### config.mk
export PLATFORM = sky130hd
export DESIGN_NAME = reg_file
export DESIGN_NICKNAME = d
export VERILOG_FILES = /design/src/rtl/reg_file_pkg.sv /design/src/rtl/reg_file_ram_port.sv /design/src/rtl/reg_file.sv
export SDC_FILE = /design/constraint.sdc
export NUM_CORES = 1
export LEC_CHECK = 0
export CELL_PAD_IN_SITES_DETAIL_PLACEMENT = 2
export CELL_PAD_IN_SITES_GLOBAL_PLACEMENT = 2
export CORE_MARGIN = 2
export CORE_UTILIZATION = 42
export CTS_BUF_LIST = sky130_fd_sc_hd__clkbuf_4 sky130_fd_sc_hd__clkbuf_8
export DETAILED_ROUTE_END_ITERATION = 16
export DONT_BUFFER_PORTS = 1
export PLACE_DENSITY_LB_ADDON = 0.1
export REMOVE_ABC_BUFFERS = 1
export SLEW_MARGIN = 40
export SYNTH_ARGS = -nofsm -noshare
export SYNTH_HDL_FRONTEND = slang
export SYNTH_SLANG_ARGS = --single-unit
### constraint.sdc
create_clock -name sys_clk_i -period 5.1 [get_ports sys_clk_i]
set_clock_uncertainty 0.05 [all_clocks]
set_input_delay 0.51 -clock sys_clk_i [delete_from_list [all_inputs] [get_ports sys_clk_i]]
set_output_delay 0.51 -clock sys_clk_i [all_outputs]
set_load 0.05 [all_outputs]
### src/rtl/reg_file_pkg.sv
// Shared register-map constants, CTRL/STATUS bit positions and the STATUS payload for reg_file.
package reg_file_pkg;

  localparam int unsigned RF_ADDR_WIDTH = 7;
  localparam int unsigned RF_DATA_WIDTH = 8;

  localparam logic [RF_ADDR_WIDTH-1:0] RF_ADDR_CTRL     = 7'h00;
  localparam logic [RF_ADDR_WIDTH-1:0] RF_ADDR_FTW0     = 7'h01;
  localparam logic [RF_ADDR_WIDTH-1:0] RF_ADDR_FTW1     = 7'h02;
  localparam logic [RF_ADDR_WIDTH-1:0] RF_ADDR_FTW2     = 7'h03;
  localparam logic [RF_ADDR_WIDTH-1:0] RF_ADDR_FTW3     = 7'h04;
  localparam logic [RF_ADDR_WIDTH-1:0] RF_ADDR_AMPL     = 7'h05;
  localparam logic [RF_ADDR_WIDTH-1:0] RF_ADDR_PTR_L    = 7'h06;
  localparam logic [RF_ADDR_WIDTH-1:0] RF_ADDR_PTR_H    = 7'h07;
  localparam logic [RF_ADDR_WIDTH-1:0] RF_ADDR_RAM_DATA = 7'h08;
  localparam logic [RF_ADDR_WIDTH-1:0] RF_ADDR_STATUS   = 7'h09;
  localparam logic [RF_ADDR_WIDTH-1:0] RF_ADDR_ID       = 7'h0A;

  localparam int unsigned CTRL_OUT_EN_BIT   = 0;
  localparam int unsigned CTRL_COMMIT_BIT   = 1;
  localparam int unsigned CTRL_WAVE_LSB     = 2;
  localparam int unsigned CTRL_SOFT_RST_BIT = 7;

  localparam logic [7:0] RF_ID_VALUE = 8'hA5;
  localparam logic       RST_ACT     = 1'b1;

  // Bit order matches the STATUS register: b0 commit_done, b1 ram_wrap, b2 bad_addr.
  typedef struct packed {
    logic bad_addr;
    logic ram_wrap;
    logic commit_done;
  } status_t;

endpackage

### src/rtl/reg_file_ram_port.sv
// Sample-RAM port: auto-incrementing pointer with wrap, registered write strobe, address tracking.
// RF_RAM_READBACK_EN: ram_addr_o follows the pointer continuously so reads see RAM at the pointer.
module reg_file_ram_port
  import reg_file_pkg::*;
#(
  parameter int unsigned RAM_AW = 10
) (
  input  logic              clk,
  input  logic              rst,
  input  logic              soft_rst_i,
  input  logic              ptr_lo_we_i,
  input  logic              ptr_hi_we_i,
  input  logic              data_we_i,
  input  logic              data_re_i,
  input  logic [7:0]        wdata_i,
  output logic [RAM_AW-1:0] ptr_o,
  output logic              wrap_c,
  output logic              ram_we_o,
  output logic [RAM_AW-1:0] ram_addr_o,
  output logic [7:0]        ram_wdata_o
);

  logic [RAM_AW-1:0] ptr_q, ptr_d;
  logic              ram_we_q, ram_we_d;
  logic [RAM_AW-1:0] ram_addr_q, ram_addr_d;
  logic [7:0]        ram_wdata_q, ram_wdata_d;
  logic              step_c;

  assign step_c = data_we_i | data_re_i;

  always_comb begin
    ptr_d       = ptr_q;
    ram_we_d    = data_we_i;
    ram_addr_d  = ram_addr_q;
    ram_wdata_d = ram_wdata_q;
    wrap_c      = 1'b0;

    if (ptr_lo_we_i) ptr_d[7:0] = wdata_i;
    if (ptr_hi_we_i) ptr_d[RAM_AW-1:8] = wdata_i[RAM_AW-9:0];

    if (step_c) begin
      ptr_d  = ptr_q + RAM_AW'(1);
      wrap_c = &ptr_q;
    end

    // Write strobe carries the pre-increment pointer; otherwise the address may follow the pointer.
    if (data_we_i) begin
      ram_addr_d  = ptr_q;
      ram_wdata_d = wdata_i;
    end
`ifdef RF_RAM_READBACK_EN
    else begin
      ram_addr_d = ptr_d;
    end
`endif

    if (soft_rst_i) begin
      ptr_d       = '0;
      ram_we_d    = 1'b0;
      ram_addr_d  = '0;
      ram_wdata_d = '0;
      wrap_c      = 1'b0;
    end
  end

  always_ff @(posedge clk) begin
    if (rst == RST_ACT) begin
      ptr_q       <= '0;
      ram_we_q    <= 1'b0;
      ram_addr_q  <= '0;
      ram_wdata_q <= '0;
    end else begin
      ptr_q       <= ptr_d;
      ram_we_q    <= ram_we_d;
      ram_addr_q  <= ram_addr_d;
      ram_wdata_q <= ram_wdata_d;
    end
  end

  assign ptr_o       = ptr_q;
  assign ram_we_o    = ram_we_q;
  assign ram_addr_o  = ram_addr_q;
  assign ram_wdata_o = ram_wdata_q;

endmodule

### src/rtl/reg_file.sv
// Control/status register file behind the SPI slave: shadow/active FTW+AMPL, sample RAM port, sticky STATUS.
// RF_RAM_READBACK_EN: RAM_DATA reads return ram_rdata_i and advance the pointer.
module reg_file
  import reg_file_pkg::*;
#(
  parameter int unsigned RF_ADDR_W = RF_ADDR_WIDTH,
  parameter int unsigned RF_DATA_W = RF_DATA_WIDTH,
  parameter int unsigned RAM_AW    = 10
) (
  input  logic                 sys_clk_i,
  input  logic                 sys_rst_i,
  input  logic                 rf_re_i,
  input  logic                 rf_we_i,
  input  logic [RF_ADDR_W-1:0] rf_addr_i,
  input  logic [RF_DATA_W-1:0] rf_data_i,
  output logic [RF_DATA_W-1:0] rf_data_o,
  output logic                 out_en_o,
  output logic [1:0]           wave_sel_o,
  output logic [31:0]          ftw_o,
  output logic [7:0]           ampl_o,
  output logic                 commit_o,
  output logic                 soft_rst_o,
  output logic                 ram_we_o,
  output logic [RAM_AW-1:0]    ram_addr_o,
  output logic [7:0]           ram_wdata_o,
  input  logic [7:0]           ram_rdata_i
);

  logic          out_en_q, out_en_d;
  logic [1:0]    wave_sel_q, wave_sel_d;
  logic [31:0]   ftw_sh_q, ftw_sh_d;
  logic [7:0]    ampl_sh_q, ampl_sh_d;
  logic [31:0]   ftw_q, ftw_d;
  logic [7:0]    ampl_q, ampl_d;
  logic          commit_q, commit_d;
  logic          soft_rst_q, soft_rst_d;
  status_t       status_q, status_d;

  logic [7:0]        wdata_c;
  logic              rd_c;
  logic              wr_ctrl_c, soft_c, commit_c, bad_c, rd_status_c;
  logic              ram_data_re_c;
  logic              wrap_c;
  logic [RAM_AW-1:0] ptr_c;

  assign wdata_c = rf_data_i[7:0];
  // A simultaneous write takes priority and suppresses read side-effects.
  assign rd_c        = rf_re_i & ~rf_we_i;
  assign wr_ctrl_c   = rf_we_i && (rf_addr_i == RF_ADDR_W'(RF_ADDR_CTRL));
  assign soft_c      = wr_ctrl_c & wdata_c[CTRL_SOFT_RST_BIT];
  assign commit_c    = wr_ctrl_c & wdata_c[CTRL_COMMIT_BIT] & ~soft_c;
  assign bad_c       = rf_we_i && (rf_addr_i > RF_ADDR_W'(RF_ADDR_ID));
  assign rd_status_c = rd_c && (rf_addr_i == RF_ADDR_W'(RF_ADDR_STATUS));

`ifdef RF_RAM_READBACK_EN
  assign ram_data_re_c = rd_c && (rf_addr_i == RF_ADDR_W'(RF_ADDR_RAM_DATA));
`else
  logic unused_rdata;
  assign ram_data_re_c = 1'b0;
  assign unused_rdata  = ^ram_rdata_i;
`endif

  reg_file_ram_port #(
    .RAM_AW (RAM_AW)
  ) u_ram_port (
    .clk         (sys_clk_i),
    .rst         (sys_rst_i),
    .soft_rst_i  (soft_c),
    .ptr_lo_we_i (rf_we_i && (rf_addr_i == RF_ADDR_W'(RF_ADDR_PTR_L))),
    .ptr_hi_we_i (rf_we_i && (rf_addr_i == RF_ADDR_W'(RF_ADDR_PTR_H))),
    .data_we_i   (rf_we_i && (rf_addr_i == RF_ADDR_W'(RF_ADDR_RAM_DATA))),
    .data_re_i   (ram_data_re_c),
    .wdata_i     (wdata_c),
    .ptr_o       (ptr_c),
    .wrap_c      (wrap_c),
    .ram_we_o    (ram_we_o),
    .ram_addr_o  (ram_addr_o),
    .ram_wdata_o (ram_wdata_o)
  );

  always_comb begin
    out_en_d   = out_en_q;
    wave_sel_d = wave_sel_q;
    ftw_sh_d   = ftw_sh_q;
    ampl_sh_d  = ampl_sh_q;
    ftw_d      = ftw_q;
    ampl_d     = ampl_q;
    commit_d   = 1'b0;
    soft_rst_d = 1'b0;

    if (wr_ctrl_c) begin
      out_en_d   = wdata_c[CTRL_OUT_EN_BIT];
      wave_sel_d = wdata_c[CTRL_WAVE_LSB +: 2];
    end

    if (rf_we_i) begin
      case (rf_addr_i)
        RF_ADDR_W'(RF_ADDR_FTW0): ftw_sh_d[7:0]   = wdata_c;
        RF_ADDR_W'(RF_ADDR_FTW1): ftw_sh_d[15:8]  = wdata_c;
        RF_ADDR_W'(RF_ADDR_FTW2): ftw_sh_d[23:16] = wdata_c;
        RF_ADDR_W'(RF_ADDR_FTW3): ftw_sh_d[31:24] = wdata_c;
        RF_ADDR_W'(RF_ADDR_AMPL): ampl_sh_d       = wdata_c;
        default: ;
      endcase
    end

    if (commit_c) begin
      ftw_d    = ftw_sh_q;
      ampl_d   = ampl_sh_q;
      commit_d = 1'b1;
    end

    // Clear-on-read first so a same-cycle set survives.
    status_d = rd_status_c ? '0 : status_q;
    status_d.commit_done = status_d.commit_done | commit_c;
    status_d.ram_wrap    = status_d.ram_wrap | wrap_c;
    status_d.bad_addr    = status_d.bad_addr | bad_c;

    if (soft_c) begin
      out_en_d   = 1'b0;
      wave_sel_d = '0;
      ftw_sh_d   = '0;
      ampl_sh_d  = '0;
      ftw_d      = '0;
      ampl_d     = '0;
      commit_d   = 1'b0;
      status_d   = '0;
      soft_rst_d = 1'b1;
    end
  end

  always_ff @(posedge sys_clk_i) begin
    if (sys_rst_i == RST_ACT) begin
      out_en_q   <= 1'b0;
      wave_sel_q <= '0;
      ftw_sh_q   <= '0;
      ampl_sh_q  <= '0;
      ftw_q      <= '0;
      ampl_q     <= '0;
      commit_q   <= 1'b0;
      soft_rst_q <= 1'b0;
      status_q   <= '0;
    end else begin
      out_en_q   <= out_en_d;
      wave_sel_q <= wave_sel_d;
      ftw_sh_q   <= ftw_sh_d;
      ampl_sh_q  <= ampl_sh_d;
      ftw_q      <= ftw_d;
      ampl_q     <= ampl_d;
      commit_q   <= commit_d;
      soft_rst_q <= soft_rst_d;
      status_q   <= status_d;
    end
  end

  // Zero-latency readback mux; write-only CTRL bits read as 0.
  always_comb begin
    rf_data_o = '0;
    case (rf_addr_i)
      RF_ADDR_W'(RF_ADDR_CTRL):  rf_data_o = RF_DATA_W'({4'b0, wave_sel_q, 1'b0, out_en_q});
      RF_ADDR_W'(RF_ADDR_FTW0):  rf_data_o = RF_DATA_W'(ftw_sh_q[7:0]);
      RF_ADDR_W'(RF_ADDR_FTW1):  rf_data_o = RF_DATA_W'(ftw_sh_q[15:8]);
      RF_ADDR_W'(RF_ADDR_FTW2):  rf_data_o = RF_DATA_W'(ftw_sh_q[23:16]);
      RF_ADDR_W'(RF_ADDR_FTW3):  rf_data_o = RF_DATA_W'(ftw_sh_q[31:24]);
      RF_ADDR_W'(RF_ADDR_AMPL):  rf_data_o = RF_DATA_W'(ampl_sh_q);
      RF_ADDR_W'(RF_ADDR_PTR_L): rf_data_o = RF_DATA_W'(ptr_c[7:0]);
      RF_ADDR_W'(RF_ADDR_PTR_H): rf_data_o = RF_DATA_W'(ptr_c[RAM_AW-1:8]);
`ifdef RF_RAM_READBACK_EN
      RF_ADDR_W'(RF_ADDR_RAM_DATA): rf_data_o = RF_DATA_W'(ram_rdata_i);
`endif
      RF_ADDR_W'(RF_ADDR_STATUS): rf_data_o = RF_DATA_W'(status_q);
      RF_ADDR_W'(RF_ADDR_ID):     rf_data_o = RF_DATA_W'(RF_ID_VALUE);
      default: ;
    endcase
  end

  assign out_en_o   = out_en_q;
  assign wave_sel_o = wave_sel_q;
  assign ftw_o      = ftw_q;
  assign ampl_o     = ampl_q;
  assign commit_o   = commit_q;
  assign soft_rst_o = soft_rst_q;

endmodule

==> metrics.log <==
INFO  metric finalHoldViolCount = 0
INFO  metric drt_first_iter_violations = 286
INFO  metric final_core_util = 46.47%
INFO  metric share_of_cells_above_drive_strength_1 = 10.62%
INFO  metric synth.yosys.seq_area_share = 45.45%
INFO  metric timing.critical_path.to = rf_data_o[4]
INFO  metric cts_max_path_buffers = 2
INFO  metric crit_path_max_fanout = 30
INFO  metric syn-instance-count = 604
INFO  metric finalCriticalPeriod = 2.610 ns
INFO  metric grt.overflow.total = 0
INFO  metric postSynth.topFlopCell = sky130_fd_sc_hd__dfxtp_1
INFO  metric commonest_non_fill_non_tap_cell_in_the_layout = sky130_fd_sc_hd__nand2_1
INFO  metric r2r_start = u_ram_port.ptr_o[0]
INFO  metric timing.critical_path.slowest_stage_cell = sky130_fd_sc_hd__nor2b_1
INFO  metric first_global_vias = about 4,700
INFO  metric via_count_normalized_by_instance_count = 5.880
INFO  metric mappedNetlistArea = between 5000 and 6000 µm²
INFO  metric final_critical_path_setup_slack = roughly 2.5 ns
INFO  metric hp-class = in2reg
INFO  metric min_period_over_period = about 51%
INFO  metric critical_path_depth = 4
INFO  metric num_vias = 4,351
INFO  metric crit_family = compound AO/OA/AOI/OAI gates
INFO  metric clkLatencyLatePin = 0.45 ns
INFO  metric grt_max_degree = 50
INFO  metric pre_cts_ws = around 2.5 ns
INFO  metric max_freq = 383.1 MHz
INFO  metric critPathRequiredTime = 4.54 ns
INFO  metric timing.reg2reg.worst_path_depth = 5
INFO  metric cellLeakagePower = ~0.0021 µW
INFO  metric hpwl = around 11,000 µm
INFO  metric max_cap_violations = 0
INFO  metric insertedDiodeCount = 0
INFO  metric post_synthesis_area_per_instance = 8.533 µm²
INFO  metric power_per_standard_cell_area = approximately 320 nW/µm²
INFO  metric synth-seq-cells = roughly 120
INFO  metric antenna_violating_nets_post_route = 0
INFO  metric post_cts_resized = 0
INFO  metric grt_pass1_wl = between 20,000 and 30,000 µm
INFO  metric flow.area_growth_from_synthesis = 8.303%
INFO  metric cts_made_buffers = 17
INFO  metric fin_nets = 610
INFO  metric irDropWorstVdd = between 150 and 200 µV
INFO  metric finalMaxSlewViolations = 0
INFO  metric die_area = ~13,000 µm²
INFO  metric slew_headroom = ~45%
INFO  metric yosysWarnings = 0
INFO  metric detailed_route_wl = 16,390 µm
INFO  metric detail_route.wl_per_cell = roughly 22 µm
INFO  metric timing.reg2reg.setup_slack = approximately 3.4 ns
INFO  metric gp_congestion = 0.8344
INFO  metric post-cts-setup-buffers = 0
INFO  metric worstReg2RegEnd = u_ram_port.ptr_o[6]
INFO  metric initial_antenna_violation_count = 0
INFO  metric clk_transition_reported_paths = roughly 0.070 ns
INFO  metric start_util = approximately 43%
INFO  metric timing_worst_setup_path_type = in2out
INFO  metric setup_repair_after_global_routing_missed_its_margin = no
INFO  metric setup.worst_path.start_class = input port
INFO  metric coreArea = between 10,000 and 15,000 µm²
INFO  metric clock_tree.root_cell = sky130_fd_sc_hd__clkbuf_8
INFO  metric place.port_buffers = 0
INFO  metric crit_arrival = between 2 and 2.5 ns
INFO  metric rows = 40
INFO  metric die_w = roughly 110 µm
INFO  metric worst_slew_pin_slew = approximately 0.83 ns
INFO  metric final_cell_mix = sky130_fd_sc_hd__nand2_1 (139), sky130_fd_sc_hd__dfxtp_1 (117), sky130_fd_sc_hd__a21oi_1 (69)
INFO  metric asyncSetResetFlopFracSynth = 0%
INFO  metric drtPass1Iterations = 4
INFO  metric number_of_buffers_inserted_for_hold_repair_after_clock_tree_synthesis = 0
INFO  metric ys_types = 56
INFO  metric setup_viol = 0
INFO  metric critical_path_buf_inv_count = 1
INFO  metric worstPathCellList = nor2b_1 -> a21oi_1 -> a2111oi_2 -> buf_4
INFO  metric critPathMaxStageDelay = ~0.63 ns
INFO  metric design.portCount = slightly below 100
INFO  metric fillers = ~1,300
INFO  metric finalSetupTns = 0 ns
INFO  metric clock_sinks = between 100 and 150
INFO  metric timing.critical_path.to_type = output port
INFO  metric clock_tree_from_tritoncts = done
INFO  metric die-height = 114.8 µm
INFO  metric status = completed
INFO  metric global_routing_usage_summed_across_all_routing_layers = 26.05%
INFO  metric drc_errors = 0
INFO  metric synth-edff-count = 0
INFO  metric timing_startpoint_of_the_critical_path = rf_addr_i[1]
INFO  metric cts.htree.levels = 4
==> state kept, by name, summed over array words and instances (netlist names) <==
signal,flops
status_q,3
u_ram_port.ram_wdata_o,8
ftw_o,32
ftw_sh_q,32
u_ram_port.ram_we_o,1
ampl_o,8
wave_sel_o,2
soft_rst_o,1
commit_o,1
out_en_o,1
u_ram_port.ptr_o,10
ampl_sh_q,8
u_ram_port.ram_addr_o,10
==> Yosys cell counts (2+ instances only) <==
cell type / instances / area share, %
sky130_fd_sc_hd__nand2_1: 139 / 10
sky130_fd_sc_hd__a221oi_1: 2 / 0.34
sky130_fd_sc_hd__o211a_1: 2 / 0.39
sky130_fd_sc_hd__dfxtp_1: 117 / 45
sky130_fd_sc_hd__a21oi_1: 69 / 6.7
sky130_fd_sc_hd__o211ai_1: 4 / 0.58
sky130_fd_sc_hd__and3_1: 3 / 0.36
sky130_fd_sc_hd__nor2_1: 54 / 3.9
sky130_fd_sc_hd__or3_1: 4 / 0.49
sky130_fd_sc_hd__o2bb2ai_1: 2 / 0.34
sky130_fd_sc_hd__mux4_2: 2 / 0.87
sky130_fd_sc_hd__inv_1: 4 / 0.29
sky130_fd_sc_hd__and2_1: 2 / 0.24
sky130_fd_sc_hd__and4_1: 2 / 0.34
sky130_fd_sc_hd__nor2b_1: 6 / 0.73
sky130_fd_sc_hd__nand3_1: 9 / 0.87
sky130_fd_sc_hd__nand4_1: 8 / 0.97
sky130_fd_sc_hd__buf_1: 2 / 0.15
sky130_fd_sc_hd__nor3_1: 5 / 0.49
sky130_fd_sc_hd__o21a_1: 2 / 0.29
sky130_fd_sc_hd__buf_6: 7 / 1.5
sky130_fd_sc_hd__mux2i_1: 54 / 10
sky130_fd_sc_hd__mux2_2: 8 / 1.7
sky130_fd_sc_hd__o31a_1: 3 / 0.51
sky130_fd_sc_hd__nor3b_1: 2 / 0.29
sky130_fd_sc_hd__clkbuf_1: 23 / 1.7
sky130_fd_sc_hd__a22oi_1: 5 / 0.73
sky130_fd_sc_hd__o21ai_0: 7 / 0.68
sky130_fd_sc_hd__a2111oi_0: 2 / 0.34
sky130_fd_sc_hd__a32oi_1: 3 / 0.51
sky130_fd_sc_hd__buf_2: 17 / 1.7
sky130_fd_sc_hd__a31oi_1: 9 / 1.1
sky130_fd_sc_hd__or2_2: 2 / 0.24
sky130_fd_sc_hd__o22ai_1: 2 / 0.24
==> layer usage <==
layer | track usage, % | share of wire, % | up-vias
met5 | 0 | 0 | -
met4 | 10.28 | 2.2 | 0
met3 | 7.538 | 5.9 | 25
met2 | 42.60 | 48 | 113
met1 | 32.59 | 44 | 2168
li1 | - | - | 2045
==> metrics by stage <==
step / instance area [µm²] / total power, µW / std cells / hold slack, ns
after global routing: 5582 / 1873 / 740 / 0.06625
after detailed placement: 5189 / 994.0 / 709 / 0.3998
after floorplan: 4896 / 975.6 / 555 / 0.3784
after global placement: 5142 / 988.9 / 707 / 0.3886
final: 5582 / 1810 / 740 / 0.07876
after CTS: 5565 / 1823 / 739 / 0.06562
==> area by class of cell <==
| class | count | area, µm² | area share [%] |
|---|---|---|---|
| sequential | 117 | 2342 | 41.96 |
| tap | 147 | 183.9 | 3.295 |
| clock buffer | 20 | 269.0 | 4.820 |
| timing repair buffer | 8 | 88.84 | 1.592 |
| clock inverter | 10 | 107.6 | 1.928 |
| inverter | 4 | 15.01 | 0.2690 |
| multi-input combinational | 434 | 2575 | 46.13 |
==> cells by family after synthesis <==
family | count (synthesis) | synth area share, %
AND/OR/NAND/NOR | 251 | 22.21
AO/OA/AOI/OAI | 118 | 13.69
flip-flops | 117 | 45.45
multiplexers | 64 | 13.11
buffers and inverters | 53 | 5.293
adder cells (fa/ha/maj) | 1 | 0.2427
==> power by group <==
group	internal (µW)	total [µW]	switching (µW)
registers	915	918	2.40
logic	19.9	56.4	36.6
clock network	454	836	382
total	1390	1810	421
==> worst min-delay path by stage <==
stage / start / to / cells after the start
2_1_floorplan: status_q[1] / status_q[1] / 2
3_3_place_gp: status_q[1] / status_q[1] / 2
4_1_cts: sys_rst_i / commit_o / 1
6_report: sys_rst_i / commit_o / 1
5_1_grt: sys_rst_i / commit_o / 1
3_5_place_dp: status_q[1] / status_q[1] / 2
Note: power is estimated with default switching activity, not from simulation.
